### config.mk
export PLATFORM = sky130hd
export DESIGN_NAME = hourly_chime
export DESIGN_NICKNAME = d
export VERILOG_FILES = /design/src/rtl/hourly_chime_pkg.sv /design/src/rtl/hourly_chime_tone_gen.sv /design/src/rtl/hourly_chime.sv
export SDC_FILE = /design/constraint.sdc
export NUM_CORES = 1
export LEC_CHECK = 0
export CORE_UTILIZATION = 52
export CTS_CLUSTER_SIZE = 10
export DETAILED_ROUTE_END_ITERATION = 10
export PLACE_DENSITY = 0.82
export SYNTH_ARGS = -nofsm -noshare
export SYNTH_HDL_FRONTEND = slang
export SYNTH_SLANG_ARGS = --single-unit
### constraint.sdc
create_clock -name clk -period 4.3 [get_ports clk]
set_clock_uncertainty 0.1 [all_clocks]
set_input_delay 1.29 -clock clk [delete_from_list [all_inputs] [get_ports clk]]
set_output_delay 1.29 -clock clk [all_outputs]
set_load 0.03 [all_outputs]
### src/rtl/hourly_chime_pkg.sv
// Shared types and helpers for the hourly chime.
// BCD limits, FSM state enum, hour decode functions.
package hourly_chime_pkg;

  localparam logic [7:0] HOUR_MAX = 8'h23;
  localparam logic [7:0] MIN_MAX  = 8'h59;
  localparam logic [7:0] SEC_MAX  = 8'h59;

  typedef enum logic [1:0] {
    IDLE,
    BEEP,
    GAP
  } state_e;

  // Both nibbles decimal and value within the limit.
  function automatic logic bcd_ok(
    input logic [7:0] v,
    input logic [7:0] lim
  );
    return (v[7:4] <= 4'd9) &&
           (v[3:0] <= 4'd9) &&
           (v <= lim);
  endfunction

  // 24h BCD hour -> strike count 1..12.
  function automatic logic [3:0] hour_to_n(
    input logic [7:0] h
  );
    logic [4:0] b;
    b = 5'(h[7:4]) * 5'd10 + 5'(h[3:0]);
    if (b >= 5'd12) b = b - 5'd12;
    return (b == 5'd0) ? 4'd12 : b[3:0];
  endfunction

endpackage

### src/rtl/hourly_chime_tone_gen.sv
// Square-wave tone source for one burst.
// Ports: clk, rst_n, run (burst active), tone (out).
module chime_tone_gen
  import hourly_chime_pkg::*;
#(
  parameter int HALF_CYC = 25_000
) (
  input  logic clk,
  input  logic rst_n,
  input  logic run,
  output logic tone
);

  localparam int HW =
    (HALF_CYC > 1) ? $clog2(HALF_CYC) : 1;
  localparam logic [HW-1:0] H_LAST =
    HW'(HALF_CYC - 1);

  logic [HW-1:0] hcnt_q;
  logic          ph_q;

  // Idle holds phase high so every burst
  // opens with a full high half-period.
  always_ff @(posedge clk or negedge rst_n) begin
    if (!rst_n) begin
      hcnt_q <= '0;
      ph_q   <= 1'b1;
    end else if (!run) begin
      hcnt_q <= '0;
      ph_q   <= 1'b1;
    end else if (hcnt_q == H_LAST) begin
      hcnt_q <= '0;
      ph_q   <= ~ph_q;
    end else begin
      hcnt_q <= hcnt_q + HW'(1);
    end
  end

  assign tone = run & ph_q;

endmodule

### src/rtl/hourly_chime.sv
// Strikes the hour on the buzzer at each xx:00:00.
// Ports: clk, rst_n, en, hour/min/sec (BCD), buzzer, busy, beeps_left.
module hourly_chime
  import hourly_chime_pkg::*;
#(
  parameter int CLK_HZ  = 100_000_000,
  parameter int TONE_HZ = 2_000,
  parameter int BEEP_MS = 200,
  parameter int GAP_MS  = 300
) (
  input  logic       clk,
  input  logic       rst_n,
  input  logic       en,
  input  logic [7:0] hour,
  input  logic [7:0] min,
  input  logic [7:0] sec,
  output logic       buzzer,
  output logic       busy,
  output logic [3:0] beeps_left
);

  localparam int BEEP_CYC = CLK_HZ / 1000 * BEEP_MS;
  localparam int GAP_CYC  = CLK_HZ / 1000 * GAP_MS;
  localparam int HALF_CYC = CLK_HZ / (2 * TONE_HZ);
  localparam int MAX_CYC  =
    (BEEP_CYC > GAP_CYC) ? BEEP_CYC : GAP_CYC;
  localparam int CNT_W    =
    (MAX_CYC > 1) ? $clog2(MAX_CYC) : 1;
  localparam logic [CNT_W-1:0] BEEP_LAST =
    CNT_W'(BEEP_CYC - 1);
  localparam logic [CNT_W-1:0] GAP_LAST =
    CNT_W'(GAP_CYC - 1);

  logic             match_d;
  logic             match_q;
  logic             match_q_d;
  logic             trig;
  logic             hour_ok_d;
  logic [3:0]       n_d;

  state_e           state_q;
  logic [CNT_W-1:0] cnt_q;
  logic [3:0]       beeps_q;
  logic             busy_q;
  logic             tone;

  assign match_d   = ({min, sec} == 16'h0000);
  assign trig      = match_q & ~match_q_d;
  assign hour_ok_d = bcd_ok(hour, HOUR_MAX);
  assign n_d       = hour_to_n(hour);

  // Edge detect: a held 00:00 fires once.
  always_ff @(posedge clk or negedge rst_n) begin
    if (!rst_n) begin
      match_q   <= 1'b0;
      match_q_d <= 1'b0;
    end else begin
      match_q   <= match_d;
      match_q_d <= match_q;
    end
  end

  always_ff @(posedge clk or negedge rst_n) begin
    if (!rst_n) begin
      state_q <= IDLE;
      cnt_q   <= '0;
      beeps_q <= '0;
      busy_q  <= 1'b0;
    end else if (!en) begin
      state_q <= IDLE;
      cnt_q   <= '0;
      beeps_q <= '0;
      busy_q  <= 1'b0;
    end else begin
      unique case (state_q)
        IDLE: begin
          cnt_q <= '0;
          if (trig && hour_ok_d) begin
            state_q <= BEEP;
            beeps_q <= n_d;
            busy_q  <= 1'b1;
          end
        end
        BEEP: begin
          if (cnt_q == BEEP_LAST) begin
            cnt_q <= '0;
            if (beeps_q == 4'd1) begin
              state_q <= IDLE;
              beeps_q <= '0;
              busy_q  <= 1'b0;
            end else begin
              state_q <= GAP;
              beeps_q <= beeps_q - 4'd1;
            end
          end else begin
            cnt_q <= cnt_q + CNT_W'(1);
          end
        end
        GAP: begin
          if (cnt_q == GAP_LAST) begin
            cnt_q   <= '0;
            state_q <= BEEP;
          end else begin
            cnt_q <= cnt_q + CNT_W'(1);
          end
        end
        default: begin
          state_q <= IDLE;
          cnt_q   <= '0;
          beeps_q <= '0;
          busy_q  <= 1'b0;
        end
      endcase
    end
  end

  chime_tone_gen #(
    .HALF_CYC (HALF_CYC)
  ) u_tone (
    .clk   (clk),
    .rst_n (rst_n),
    .run   (state_q == BEEP),
    .tone  (tone)
  );

  assign buzzer     = tone;
  assign busy       = busy_q;
  assign beeps_left = beeps_q;

endmodule

# Word level (Yosys, flattened, before mapping)

Cells that the tools add are included.

Add/sub/neg operators: 5
$mul: 1
Divide/modulo/power cells: 0
Order comparisons: 4
Equality and inequality tests: 12
Shift-type cells: 0
Muxes and demuxes: 26
Bitwise gates (word level): 4
Reductions and logical operators: 9

Operator list:

| cell                  | number |
|---|---|
| $mux 25               | 3 |
| $eq 25x25->1 const B  | 2 |
| $pmux 25 s2           | 1 |
| $mux 15               | 2 |
| $add 25x1->25 const B | 1 |
| $mux 4                | 5 |
| $logic_not 16->1      | 1 |
| $add 15x1->15 const B | 1 |
| $eq 15x15->1 const B  | 1 |
| $ne 3x3->1 const B    | 4 |
| $pmux 4 s3            | 1 |
| $mux 2                | 5 |
| $le 4x4->1 const B    | 2 |
| $le 8x6->1 const B    | 1 |
| $mux 1                | 6 |
| $pmux 2 s3            | 1 |
| $reduce_and 3->1      | 2 |
| $add 5x4->5           | 1 |
| $ge 5x4->1 const B    | 1 |
| $logic_not 5->1       | 1 |
| $mux 5                | 1 |
| $sub 5x4->5 const B   | 1 |
| $eq 4x1->1 const B    | 1 |
| $mul 4x3->4 const B   | 1 |
| other kinds (10)      | 15 |

Bits in registers: 50
Bits in latches: 0
RAM bits: 0
Bits in read-only memories: 0
Output and inout bits: 6
Word-level logic and storage cells: 69
Memories: 0

# Longest topological paths before layout

Depth in word-level cells: 9
Gate-level depth with buffers: 11

# Cells and area by module

Synthesis repeated with hierarchy kept, for this count alone.

Cells, all modules: 311
Area, all modules: 2976.6 um^2

By module, submodules not included:

| module         | times used | cells each | area each (um^2) |
|---|---|---|---|
| hourly_chime   | 1          | 233        | 2175.8 |
| chime_tone_gen | 1          | 78         | 800.8 |

# Worst setup path before layout

Ideal clock, no wire load.

Path kind: input to register
Start point: in hour[4]
End point: reg beeps_q[3] (netlist: beeps_left[3])
Arrival time: 3.145 ns
Data required time: 4.117 ns
Slack: 0.972 ns
Stages on the path: 10
Path through: ha_1 > ha_1 > xnor2_1 > ha_1 > inv_1 > xnor2_1 > xnor2_1 > and2_1 > o32a_1 > o21ai_0

Word-level cells in the longest chain between the ends: 9
Elaborated cells between the ends (all ways): 17

Ends and longest elaborated chain:

| what                                             | RTL line               | source |
|---|---|---|
| from (decl)                                      | hourly_chime.sv:14     | `input logic [7:0] hour,` |
| $mul 4x3->4                                      | hourly_chime_pkg.sv:30 | `b = 5'(h[7:4]) * 5'd10 + 5'(h[3:0]);` |
| $add 5x4->5                                      | hourly_chime_pkg.sv:30 |  |
| $sub 5x4->5 / $ge 5x4->1 (equally long branches) | hourly_chime_pkg.sv:31 | `if (b >= 5'd12) b = b - 5'd12;` |
| $mux 5                                           | hourly_chime_pkg.sv:31 |  |
| $logic_not 5->1                                  | hourly_chime_pkg.sv:32 | `return (b == 5'd0) ? 4'd12 : b[3:0];` |
| $mux 4                                           | hourly_chime_pkg.sv:32 |  |
| $mux 4                                           | hourly_chime.sv:78     | `if (trig && hour_ok_d) begin` |
| $pmux 4 s3                                       | hourly_chime.sv:75     | `unique case (state_q)` |
| $mux 4                                           | hourly_chime.sv:69     | `end else if (!en) begin` |
| to (signal assigned)                             | hourly_chime.sv:80     | `beeps_q <= n_d;` |
| to (signal assigned)                             | hourly_chime.sv:93     | `beeps_q <= beeps_q - 4'd1;` |
| to (decl)                                        | hourly_chime.sv:43     | `logic [3:0] beeps_q;` |

Several ways; a longest one is shown, not always the timed one. The select of a mux whose other input is x is not followed.
A chain may end at the register's enable or synchronous reset.

# Worst setup path in the final report

Same ends and word-level chain as after synthesis.

==> results.toml <==
[min_path]
hold_path_depth = 0
hold_path.class = "register to register"

[sta]
slew_headroom = 0.284
hold_viol = 0
timing.fmax_ghz = 0.270
timing.final.ws_setup_ps = 599
drv_slew = 0
setup_tns_ps = 0
finalCritPeriodShare = 0.861
setup_viol = 0
grt_setup_unrepaired = "no"
worstMarginPinSlew_ps = 1070
hold_slack_ps = 301
period_needed_ps = 3700

[grt]
overflow = 0
grt_usage = 0.204
grt_pass1_wl_mm = 9.82
grt_pass1_vias = 2209
grt_max_degree = 51
antenna_found_initial = 0

[synthesis]
yosysMostFrequentCell = "nor2_1"
synth-seq-cells = 50
ys.flop_type = "dfrtp_1"
synthTopCellsByCount = "nor2_1 (51), dfrtp_1 (49), nand2_1 (23), xor2_1 (23)"
yosys.area_share.xor_xnor = 0.131
synth_compound_area_frac = 0.0899
synth_adder_area_share = 0.0662
synth_edf_count = 0
netlist_area_um2 = 2910
synth_seq_area_share = 0.430
yosys_warnings = 0
syn_avg_cell_area_um2 = 9.67
synth_top_area_share = 0.421
synth_top_family_by_area = "simple AND/OR/NAND/NOR gates"
synth_area_leaders = "dfrtp_1 (42%), xor2_1 (6.9%), nor2_1 (6.6%), ha_1 (5.6%), xnor2_1 (5.4%)"
synthDistinctLibCells = 56
synthMuxAreaShare = 0
syn_nets = 342
synth_async_sr_flop_share = 1.00
synth-simple-area-share = 0.250
yosysTopAreaCell = "dfrtp_1"
synth_cells = 301

[critical_path]
r2r-end = "busy"
crit_start = "hour[4]"
critical_path_class = "primary input to register"
crit_end = "beeps_left[3]"
cp-start-kind = "primary input"
rrSetupSlack_ps = 1630
reg2reg_depth = 7
regToRegStartpoint = "cnt_q[0]"
cp-end-kind = "register"
crit_fanout = 3
cp.arrival_ps = 3830
required_ps = 4430

[die]
die_h_um = 76.8
die-area_um2 = 5900
die_x_um = 76.8
start_util = 0.556
io_pins = 33
row_count = 26
coreArea_um2 = 5240

[finish]
diodes = 0
drive_above_1_share = 0.0655
final_cells = 406
fin_nets = 376
syn_to_final_growth_pct = 16.8
post-route-util = 0.649

[placed_design]
portBuffers = 32
dp_hpwl_mm = 4.15
place_inst = 398
pre_cts_slack_ps = 290
place.gp.congestion = 0.798

[drt]
avgRoutedWirePerCell_um = 14.0
vias = 2244
postRouteAntennaNets = 0
firstDrtPassIters = 4
drc = 0
via_per_inst = 5.53
dr.first_iter.drc_count = 126
wirelength_mm = 5.66

[flow_run]
maxCapViolCount = 0

[clock_tree]
postCtsSetupRepairBufs = 0
clk_latency_ps = 300
cts-resized-gates = 0
cts_num_sinks = 50
path_clk_slew_ps = 90
hold_buffers = 0
cts-root-buf = "clkbuf_8"
cts_max_level = 2
cts_max_path_buffers = 2
cts_tree = "done"
cts_buffers = 5

[status]
status = "finished clean"

[power]
peakVddDrop_mv = 0.142
cellLeakagePower_nw = 1.36
powerDensity_nw_per_um2 = 266
## per-layer routing
layer | share of wire | vias up | track usage
met3 | 0.024 | 7 | 0.0369
met5 | 0 | - | 0
met4 | 0.012 | 0 | 0.0692
met2 | 0.48 | 30 | 0.330
met1 | 0.49 | 1102 | 0.274
li1 | - | 1105 | -
## area by class of cell
type / count / area [um2]
Fill cell: 409 / 1840
Multi-Input combinational cell: 229 / 1560
Sequential cell: 50 / 1250
Timing Repair Buffer: 33 / 323
Tap cell: 70 / 87.6
Clock buffer: 5 / 68.8
Inverter: 16 / 60.1
Clock inverter: 3 / 45.0
## cell usage in the layout, fill, tap and decap left out, types with 9 or more instances in the layout
cell type / n
xor2_1: 23
and3_1: 9
nand2_1: 23
nor2_1: 51
nand3_1: 18
ha_1: 13
clkdlybuf4s50_1: 31
xnor2_1: 18
inv_1: 16
dfrtp_1: 49
## how the worst min path moves through the flow
stage	from	end	slack, ps
after floorplan	match_q	match_q_d	250
after global placement	match_q	match_q_d	260
after detailed placement	match_q	match_q_d	290
after CTS	match_q	match_q_d	310
after global routing	match_q	match_q_d	320
final	match_q	match_q_d	300
## kinds of logic (layout without fill, tap and decap cells)
family	Yosys count	count (layout)
simple gates	141	141
flops	50	50
xor+xnor	42	42
compound gates	31	31
buf+inv	22	57
fa+ha+maj	15	15
## power breakdown
part / leakage, nW / internal [mW] / total (mW) / switching (mW)
Sequential: 0.695 / 0.470 / 0.470 / 0.0000119
Clock: 0.0504 / 0.173 / 0.332 / 0.159
Combinational: 0.615 / 0.0538 / 0.104 / 0.0503
Total: 1.36 / 0.697 / 0.906 / 0.209
## sequential cells by signal, indices dropped and copies added (netlist names)
signal,cells
cnt_q,25
u_tone.hcnt_q,15
beeps_left,4
state_q,2
busy,1
match_q,1
match_q_d,1
u_tone.ph_q,1
## worst max-delay path, cell delays in order
cell and delay [ps]:
clkdlybuf4s50_1 510, ha_1 180, inv_1 50, fa_1 370
xnor2_1 240, ha_1 220, inv_1 80, xnor2_1 190
xnor2_1 90, and2_1 170, o32a_1 290, o21ai_0 150
## stage by stage
| step | cell area, um2 | total power [mW] |
|---|---|---|
| floorplan | 2910 | 0.538 |
| detailed placement | 3290 | 0.583 |
| CTS | 3400 | 0.913 |
| finish | 3400 | 0.906 |
| global placement | 3290 | 0.579 |
| global route | 3400 | 0.945 |
(Power assumes the default switching activity.)
